## src/rtl/a2s_pkg.sv

```systemverilog
// a2s_pkg: mode encodings and min-int detect shared by the a2s_pipe datapath
package a2s_pkg;
  localparam logic [1:0] MODE_NEG   = 2'b00;
  localparam logic [1:0] MODE_ABS   = 2'b01;
  localparam logic [1:0] MODE_SM2TC = 2'b10;
  localparam logic [1:0] MODE_TC2SM = 2'b11;
  localparam int MAX_W = 256;
  // True when the low w bits of a are {1'b1, {w-1{1'b0}}}
  function automatic logic is_min(input logic [MAX_W-1:0] a, input int unsigned w);
    return (a & ((MAX_W'(1) << w) - MAX_W'(1))) == (MAX_W'(1) << (w - 1));
  endfunction
endpackage

```

## src/rtl/a2s_pipe_stage.sv

```systemverilog
// a2s_pipe_stage: valid/ready register slice, loads when empty or when the next slice loads
module a2s_pipe_stage #(
  parameter int W = 8
) (
  input  logic         clk,
  input  logic         rst,
  input  logic         valid_i,
  input  logic [W-1:0] data_i,
  input  logic         next_load_i,
  output logic         load_o,
  output logic         valid_o,
  output logic [W-1:0] data_o
);
  logic         valid_q;
  logic [W-1:0] data_q;
  assign load_o  = !valid_q || next_load_i;
  assign valid_o = valid_q;
  assign data_o  = data_q;
  always_ff @(posedge clk) begin
    if (rst) begin
      valid_q <= 1'b0;
      data_q  <= '0;
    end else if (load_o) begin
      valid_q <= valid_i;
      if (valid_i) data_q <= data_i;
    end
  end
endmodule

```

## src/rtl/a2s_pipe.sv

```systemverilog
// a2s_pipe: pipelined negate / abs / sign-magnitude <-> two's-complement converter
module a2s_pipe
  import a2s_pkg::*;
#(
  parameter int WIDTH   = 32,
  parameter int LATENCY = 2
) (
  input  logic             clk,
  input  logic             rst,
  input  logic             in_valid,
  output logic             in_ready,
  input  logic [WIDTH-1:0] in_a,
  input  logic [1:0]       in_mode,
  output logic             out_valid,
  input  logic             out_ready,
  output logic [WIDTH-1:0] out_y,
  output logic             out_ovf,
  output logic             out_zero
);
  localparam int FW = WIDTH + 4;
  localparam int OW = WIDTH + 2;
  logic [WIDTH-1:0] s_inv, f_inv, f_sum, f_y;
  logic             s_inc, s_min, f_inc, f_min, f_ovf, f_zero, load1;
  logic [1:0]       f_mode;
  // Front half: conditional inversion; the +1 is carried as s_inc into the back half
  always_comb begin
    s_min = is_min(MAX_W'(in_a), WIDTH);
    s_inc = (in_mode == MODE_NEG) || in_a[WIDTH-1];
    s_inv = !s_inc ? in_a :
            (in_mode == MODE_SM2TC) ? ~{1'b0, in_a[WIDTH-2:0]} : ~in_a;
  end
  always_comb begin
    f_sum  = f_inv + WIDTH'(f_inc);
    f_ovf  = f_min && (f_mode != MODE_SM2TC);
    f_y    = (f_mode == MODE_TC2SM && f_min) ? '1 :
             (f_mode == MODE_TC2SM && f_inc) ? {1'b1, f_sum[WIDTH-2:0]} : f_sum;
    f_zero = (f_y == '0);
  end
  assign in_ready = load1 && !rst;
  if (LATENCY == 1) begin : g_lat1
    assign {f_inv, f_inc, f_mode, f_min} = {s_inv, s_inc, in_mode, s_min};
    a2s_pipe_stage #(.W(OW)) u_s2 (
      .clk(clk), .rst(rst), .valid_i(in_valid), .data_i({f_y, f_ovf, f_zero}),
      .next_load_i(out_ready), .load_o(load1), .valid_o(out_valid),
      .data_o({out_y, out_ovf, out_zero})
    );
  end else if (LATENCY == 2) begin : g_lat2
    logic v1, load2;
    a2s_pipe_stage #(.W(FW)) u_s1 (
      .clk(clk), .rst(rst), .valid_i(in_valid), .data_i({s_inv, s_inc, in_mode, s_min}),
      .next_load_i(load2), .load_o(load1), .valid_o(v1),
      .data_o({f_inv, f_inc, f_mode, f_min})
    );
    a2s_pipe_stage #(.W(OW)) u_s2 (
      .clk(clk), .rst(rst), .valid_i(v1), .data_i({f_y, f_ovf, f_zero}),
      .next_load_i(out_ready), .load_o(load2), .valid_o(out_valid),
      .data_o({out_y, out_ovf, out_zero})
    );
  end else begin : g_bad
    $error("a2s_pipe: LATENCY must be 1 or 2");
  end
endmodule

```

## config.mk

```make
export PLATFORM = sky130hd
export DESIGN_NAME = a2s_pipe
export DESIGN_NICKNAME = d
export VERILOG_FILES = /design/src/rtl/a2s_pkg.sv /design/src/rtl/a2s_pipe_stage.sv /design/src/rtl/a2s_pipe.sv
export SDC_FILE = /design/constraint.sdc
export NUM_CORES = 1
export LEC_CHECK = 0
export BUFFER_PORTS_ARGS = -buffer_cell sky130_fd_sc_hd__buf_2
export CORE_MARGIN = 1.5
export CORE_UTILIZATION = 35
export DETAILED_ROUTE_END_ITERATION = 7
export REMOVE_ABC_BUFFERS = 1
export SYNTH_ARGS = -nofsm -noshare
export SYNTH_HDL_FRONTEND = slang
export SYNTH_SLANG_ARGS = --single-unit
```

## constraint.sdc

```tcl
create_clock -name clk -period 2.87 [get_ports clk]
set_input_delay 0.574 -clock clk [delete_from_list [all_inputs] [get_ports clk]]
set_output_delay 0.574 -clock clk [all_outputs]
set_load 0.05 [all_outputs]
```

After elaboration in Yosys (flattened, before gate mapping)

Cells that the tools add are included.

Register bits after elaboration: 72
Output and inout port bits: 36

Equality and inequality tests: 4
Muxes and demuxes: 4
Add/sub/neg operators: 1
Reduce and logical (&&, ||, !) cells: 14
Bitwise logic cells: 2

Operators by type and width:

| cell                                         | count |
|---|---|
| 2-to-1 mux 32 bit                            | 4 |
| adder 32 x 1 -> 32 bit                       | 1 |
| equality test 32 bit, second input constant  | 1 |
| logical NOT 32 bit                           | 1 |
| NOT 31 -> 32 bit                             | 1 |
| NOT 32 bit                                   | 1 |
| equality test 2 bit, second input constant   | 2 |
| logical AND 1 bit                            | 4 |
| AND reduction 2 bit                          | 2 |
| logical NOT 1 bit                            | 3 |
| logical OR 1 bit                             | 3 |
| logical NOT 2 bit                            | 1 |
| inequality test 2 bit, second input constant | 1 |

Logic depth before layout (Yosys ltp)

Depth in word-level cells: 5
Gate-level depth with buffers: 9
Gate-level depth less buffers: 9

Modules after synthesis

From an unflattened synthesis, not the netlist that was laid out.

Cell total of the unflattened synthesis: 557
Area, all modules: 4858.4 um2

Modules (own cells, without submodules):

| module                       | area each (um2) | cells each | instances | sequential area each (um2) |
|---|---|---|---|---|
| a2s_pipe_stage (g_lat2.u_s1) | 1687.9          | 168        | 1         | 740.7 |
| a2s_pipe_stage (g_lat2.u_s2) | 1659.1          | 160        | 1         | 700.7 |
| a2s_pipe                     | 1511.4          | 229        | 1         | 0.0 |

Least setup slack after synthesis

Ideal clock, no wire load.

Kind: reg2reg
Start point: reg g_lat2.u_s1.data_q[4] (netlist: g_lat2.u_s1.data_o[4])
End point: reg g_lat2.u_s2.data_q[0] (netlist: g_lat2.u_s2.data_o[0])
Setup slack: 331 ps
Buffers on the path: 0
Arrival time: 2455 ps
Library setup time: 84 ps
Cell stages (with the launch flop): 10
Cells stage by stage: dfxtp_1 -> ha_1 -> ha_1 -> xor2_1 -> or4_1 -> or3_1 -> or4_1 -> nor4_2 -> nand4_1 -> o31ai_2

Word-level cells in the longest chain between the ends: 4

RTL lines:

| element                  | line                 | text |
|---|---|---|
| start: declaration       | a2s_pipe_stage.sv:15 | `logic [W-1:0] data_q;` |
| start signal: assignment | a2s_pipe_stage.sv:25 | `if (valid_i) data_q <= data_i;` |
| adder 32 x 1 -> 32 bit   | a2s_pipe.sv:33       | `f_sum = f_inv + WIDTH'(f_inc);` |
| 2-to-1 mux 32 bit        | a2s_pipe.sv:36       | `(f_mode == MODE_TC2SM && f_inc) ? {1'b1, f_sum[WIDTH-2:0]} : f_sum;` |
| 2-to-1 mux 32 bit        | a2s_pipe.sv:35       | `f_y = (f_mode == MODE_TC2SM && f_min) ? '1 :` |
| logical NOT 32 bit       | a2s_pipe.sv:37       | `f_zero = (f_y == '0);` |
| end signal: assignment   | a2s_pipe_stage.sv:25 |  |
| end: declaration         | a2s_pipe_stage.sv:15 |  |

Every way passes these cells.
A chain may end at the register's enable or synchronous reset.

Final worst setup path

Start point: reg g_lat2.u_s1.data_q[3] (netlist: g_lat2.u_s1.data_o[3])
End point: reg g_lat2.u_s2.data_q[0] (netlist: g_lat2.u_s2.data_o[0])

Word-level cells in the longest chain between the ends: 4

RTL lines:

| element                                                     | line |
|---|---|
| adder 32 x 1 -> 32 bit or logical AND 1 bit (tied branches) | a2s_pipe.sv:33, a2s_pipe.sv:36 |
| 2-to-1 mux 32 bit *                                         | a2s_pipe.sv:36 |
| 2-to-1 mux 32 bit *                                         | a2s_pipe.sv:35 |
| logical NOT 32 bit *                                        | a2s_pipe.sv:37 |

Every way passes the cells marked *; elsewhere a longest branch is shown, timed or not.

==> results.md <==
- Status: finished, final reports clean
- RSZ-0062 raised after global routing: no
- Post-DR wirelength/cell: 14.1 um
- Cell internal pwr: 1580 uW
- Max Root-Sink Buffers: 2
- GRT Resource Usage Total: 17.5%
- Maxcap violations: 0
- Core Box Area: 0.0108 mm2
- Seq cells post-synth: 72
- Residual DRC count: 0
- CP Data Arrival Time: 2.99 ns
- Antenna Nets Post-Route: 0
- CP max FO: 5
- Gpl congestion: 0.887
- Die area: 0.0118 mm2
- TritonCTS Buffers: 9
- Fin crit share: 94.7%
- R2r startpoint: g_lat2.u_s1.data_o[3]
- Min-Delay Endpoint: g_lat2.u_s1.valid_o
- Clock Sinks: 72
- Clock slew at reported path FFs: 0.07 ns
- Port bufs: 73
- DR vias: 3535
- DP Wirelength: 7090 um
- Diode count: 0
- Clk_skew: 0.00587 ns
- Via/cell ratio: 5.12
- Worst hold start: in_valid
- I/O pin total: 74
- R2r setup slk: 0.15 ns
- Die Ht: 108 um
- Commonest cells after routing, fill and taps aside: 114 x nor2_1, 73 x buf_2, 72 x dfxtp_1
- Sw frac: 31.9%
- Worst Tran Pin Value: 0.883 ns
- Share of cells above drive strength 1: 19.8%
- Slew margin rel.: 40.9%
- Worst vdd ir: 0.185 mV
- Layout Nets: 587
- Largest net degree at the start of global routing: 74
- Multi-input logic area: 0.00229 mm2
- Reg area: 0.00144 mm2
- Clock share of power: 28.9%
- Starting Density: 35.9%
- Comb power frac: 21.4%
- DIE WIDTH: 108 um
- Layout fillers: 1115
- Root Buffer: clkbuf_8
- Final setup fails: 0
- H-tree depth: 3
- Worst hold slack: 0.468 ns
- Switch Pwr: 742 uW
- Initial DRC count: 103
- Clk Latency, worst-skew pair: 0.35 ns
- Vias in the first global route: 3274
- First-pass GRT wire length: 16000 um
- CP Launch Type: register
- CP Class: register to register
- Path depth of the worst reg2reg path: 8
- Power Dens Cells: 515 mW/mm2
- Worst hold path class: input pin to register
- Worst EP required: 3.14 ns
- Final Power: 2330 uW
- Slew Limit Fails: 0
- Critical Path End Type: register
- Sequential share of power: 49.8%
- Synth Instances: 495
- Seq/Total Area, Yosys: 37.0%
- Netlist cell types: 43
- Avg Cell Area, Syn: 7.87 um2
- Remaining global-route overflow: 0
- Commonest non-fill, non-tap cell in the layout: nor2_1
- WHS Path Cells: 3
- Post-synth design cell area: 0.00389 mm2
- CTS tree: built
- Routed WL: 9750 um
- Hold Fails Final Rpt: 0
- Layout area overhead: 16.0%
- Initial antenna violation count: 0
- Final core occ: 41.7%
- Pre-antenna DRT Iters: 5
- Row count: 38
- Max Fclk: 368 MHz
- Period minus WS final: 2.72 ns
- Lkg Pwr: 0.00178 uW
- Critical R2R Capture: g_lat2.u_s2.data_o[0]
- Yosys Warn Count: 0
==> per-layer routing <==
metal / track usage [%] / share of wire (%)
met1: 24.0 / 47
met2: 26.4 / 45
met3: 4.10 / 6.7
met4: 6.58 / 1.3
met5: 0 / 0
==> cells in the mapped netlist <==
library cell,number,area share (%)
nor4b_1,1,0.22
clkbuf_1,18,1.7
or2_2,1,0.16
o21bai_1,1,0.19
nand2b_1,2,0.32
nand3b_1,2,0.39
or3_1,4,0.64
a41oi_1,1,0.22
a31oi_1,5,0.80
mux2i_1,5,1.3
a21oi_1,38,4.9
o22ai_1,15,2.4
inv_1,1,0.096
nand3_1,13,1.7
nand2_1,22,2.1
or4_1,3,0.58
and4_2,1,0.26
ha_1,2,0.64
a211oi_1,14,2.7
dfxtp_1,72,37
nor3_1,8,1.0
nor4_1,8,1.3
and4_1,2,0.45
buf_6,1,0.29
o21ai_0,6,0.77
nand4_2,1,0.32
and3_2,1,0.19
o41ai_1,1,0.22
buf_1,11,1.1
nand4_1,15,2.4
nor4_4,1,0.55
nor2_1,114,11
nor2b_1,2,0.32
and2_1,4,0.64
o31ai_2,1,0.32
xnor2_1,59,13
clkbuf_2,1,0.13
xor2_1,13,2.9
nor4_2,3,0.96
and3_1,5,0.80
a311oi_1,5,1.1
buf_2,11,1.4
and2_2,1,0.19
==> area by class of cell <==
type,instances,area share [%]
multi-input combinational,380,50.7
sequential,72,31.9
timing repair buffer,83,10.0
tap,140,3.88
clock buffer,13,3.30
clock inverter,1,0.111
inverter,1,0.0831
==> metrics by stage <==
step | setup TNS [ns] | area (um2) | setup slack (ns) | std cells
after CTS | 0 | 4510 | 0.101 | 690
after global placement | 0 | 4360 | 0.190 | 676
after global routing | 0 | 4520 | 0.0343 | 690
after detailed placement | 0 | 4360 | 0.116 | 676
final | 0 | 4520 | 0.152 | 690
after floorplan | -11.41 | 3710 | -0.364 | 453
==> flip-flops by register name (all words and copies together), names as in the netlist <==
signal and flops:
g_lat2.u_s1.data_o 36, g_lat2.u_s2.data_o 34, g_lat2.u_s1.valid_o 1, g_lat2.u_s2.valid_o 1
==> critical path, stage by stage (launching register included) <==
cell	delay (ns)
dfxtp_1	0.36
ha_2	0.23
ha_2	0.29
or4_1	0.50
or3_1	0.35
or4_1	0.43
nor4_2	0.17
nand4_1	0.14
o31ai_2	0.18
==> power by group through the flow <==
stage                     combinational [uW]  sequential (uW)  clock (uW)
after CTS                                502             1160         691
after global routing                     551             1170         737
after global placement                   492             1180           0
final                                    498             1160         671
after floorplan                          253             1260           0
after detailed placement                 500             1180           0
==> timing repair <==
| item | CTS | global route |
|---|---|---|
| buffers inserted | 0 | 0 |
| resized for setup | 0 | 2 |
| hold buffers | 0 | 0 |
| setup endpoints to repair | 0 | 1 |
==> worst max-delay path by stage <==
stage	start	to	slack, ns
after global placement	g_lat2.u_s1.data_o[4]	g_lat2.u_s2.data_o[0]	0.19
after floorplan	in_mode[0]	g_lat2.u_s1.data_o[10]	-0.36
after CTS	g_lat2.u_s1.data_o[4]	g_lat2.u_s2.data_o[0]	0.10
final	g_lat2.u_s1.data_o[3]	g_lat2.u_s2.data_o[0]	0.15
after global routing	g_lat2.u_s1.data_o[3]	g_lat2.u_s2.data_o[0]	0.03
after detailed placement	g_lat2.u_s1.data_o[4]	g_lat2.u_s2.data_o[0]	0.12
==> kinds of logic (layout without fill, tap and decap cells) <==
family | count (synthesis) | count (layout) | synth area share, %
flip-flops | 72 | 72 | 37.0
buffers and inverters | 43 | 98 | 4.72
XOR/XNOR | 72 | 72 | 16.2
AO/OA/AOI/OAI | 87 | 87 | 13.7
multiplexers | 5 | 5 | 1.28
adder cells (fa/ha/maj) | 2 | 2 | 0.642
AND/OR/NAND/NOR | 214 | 214 | 26.5
Power figures use the tool's default switching activity.
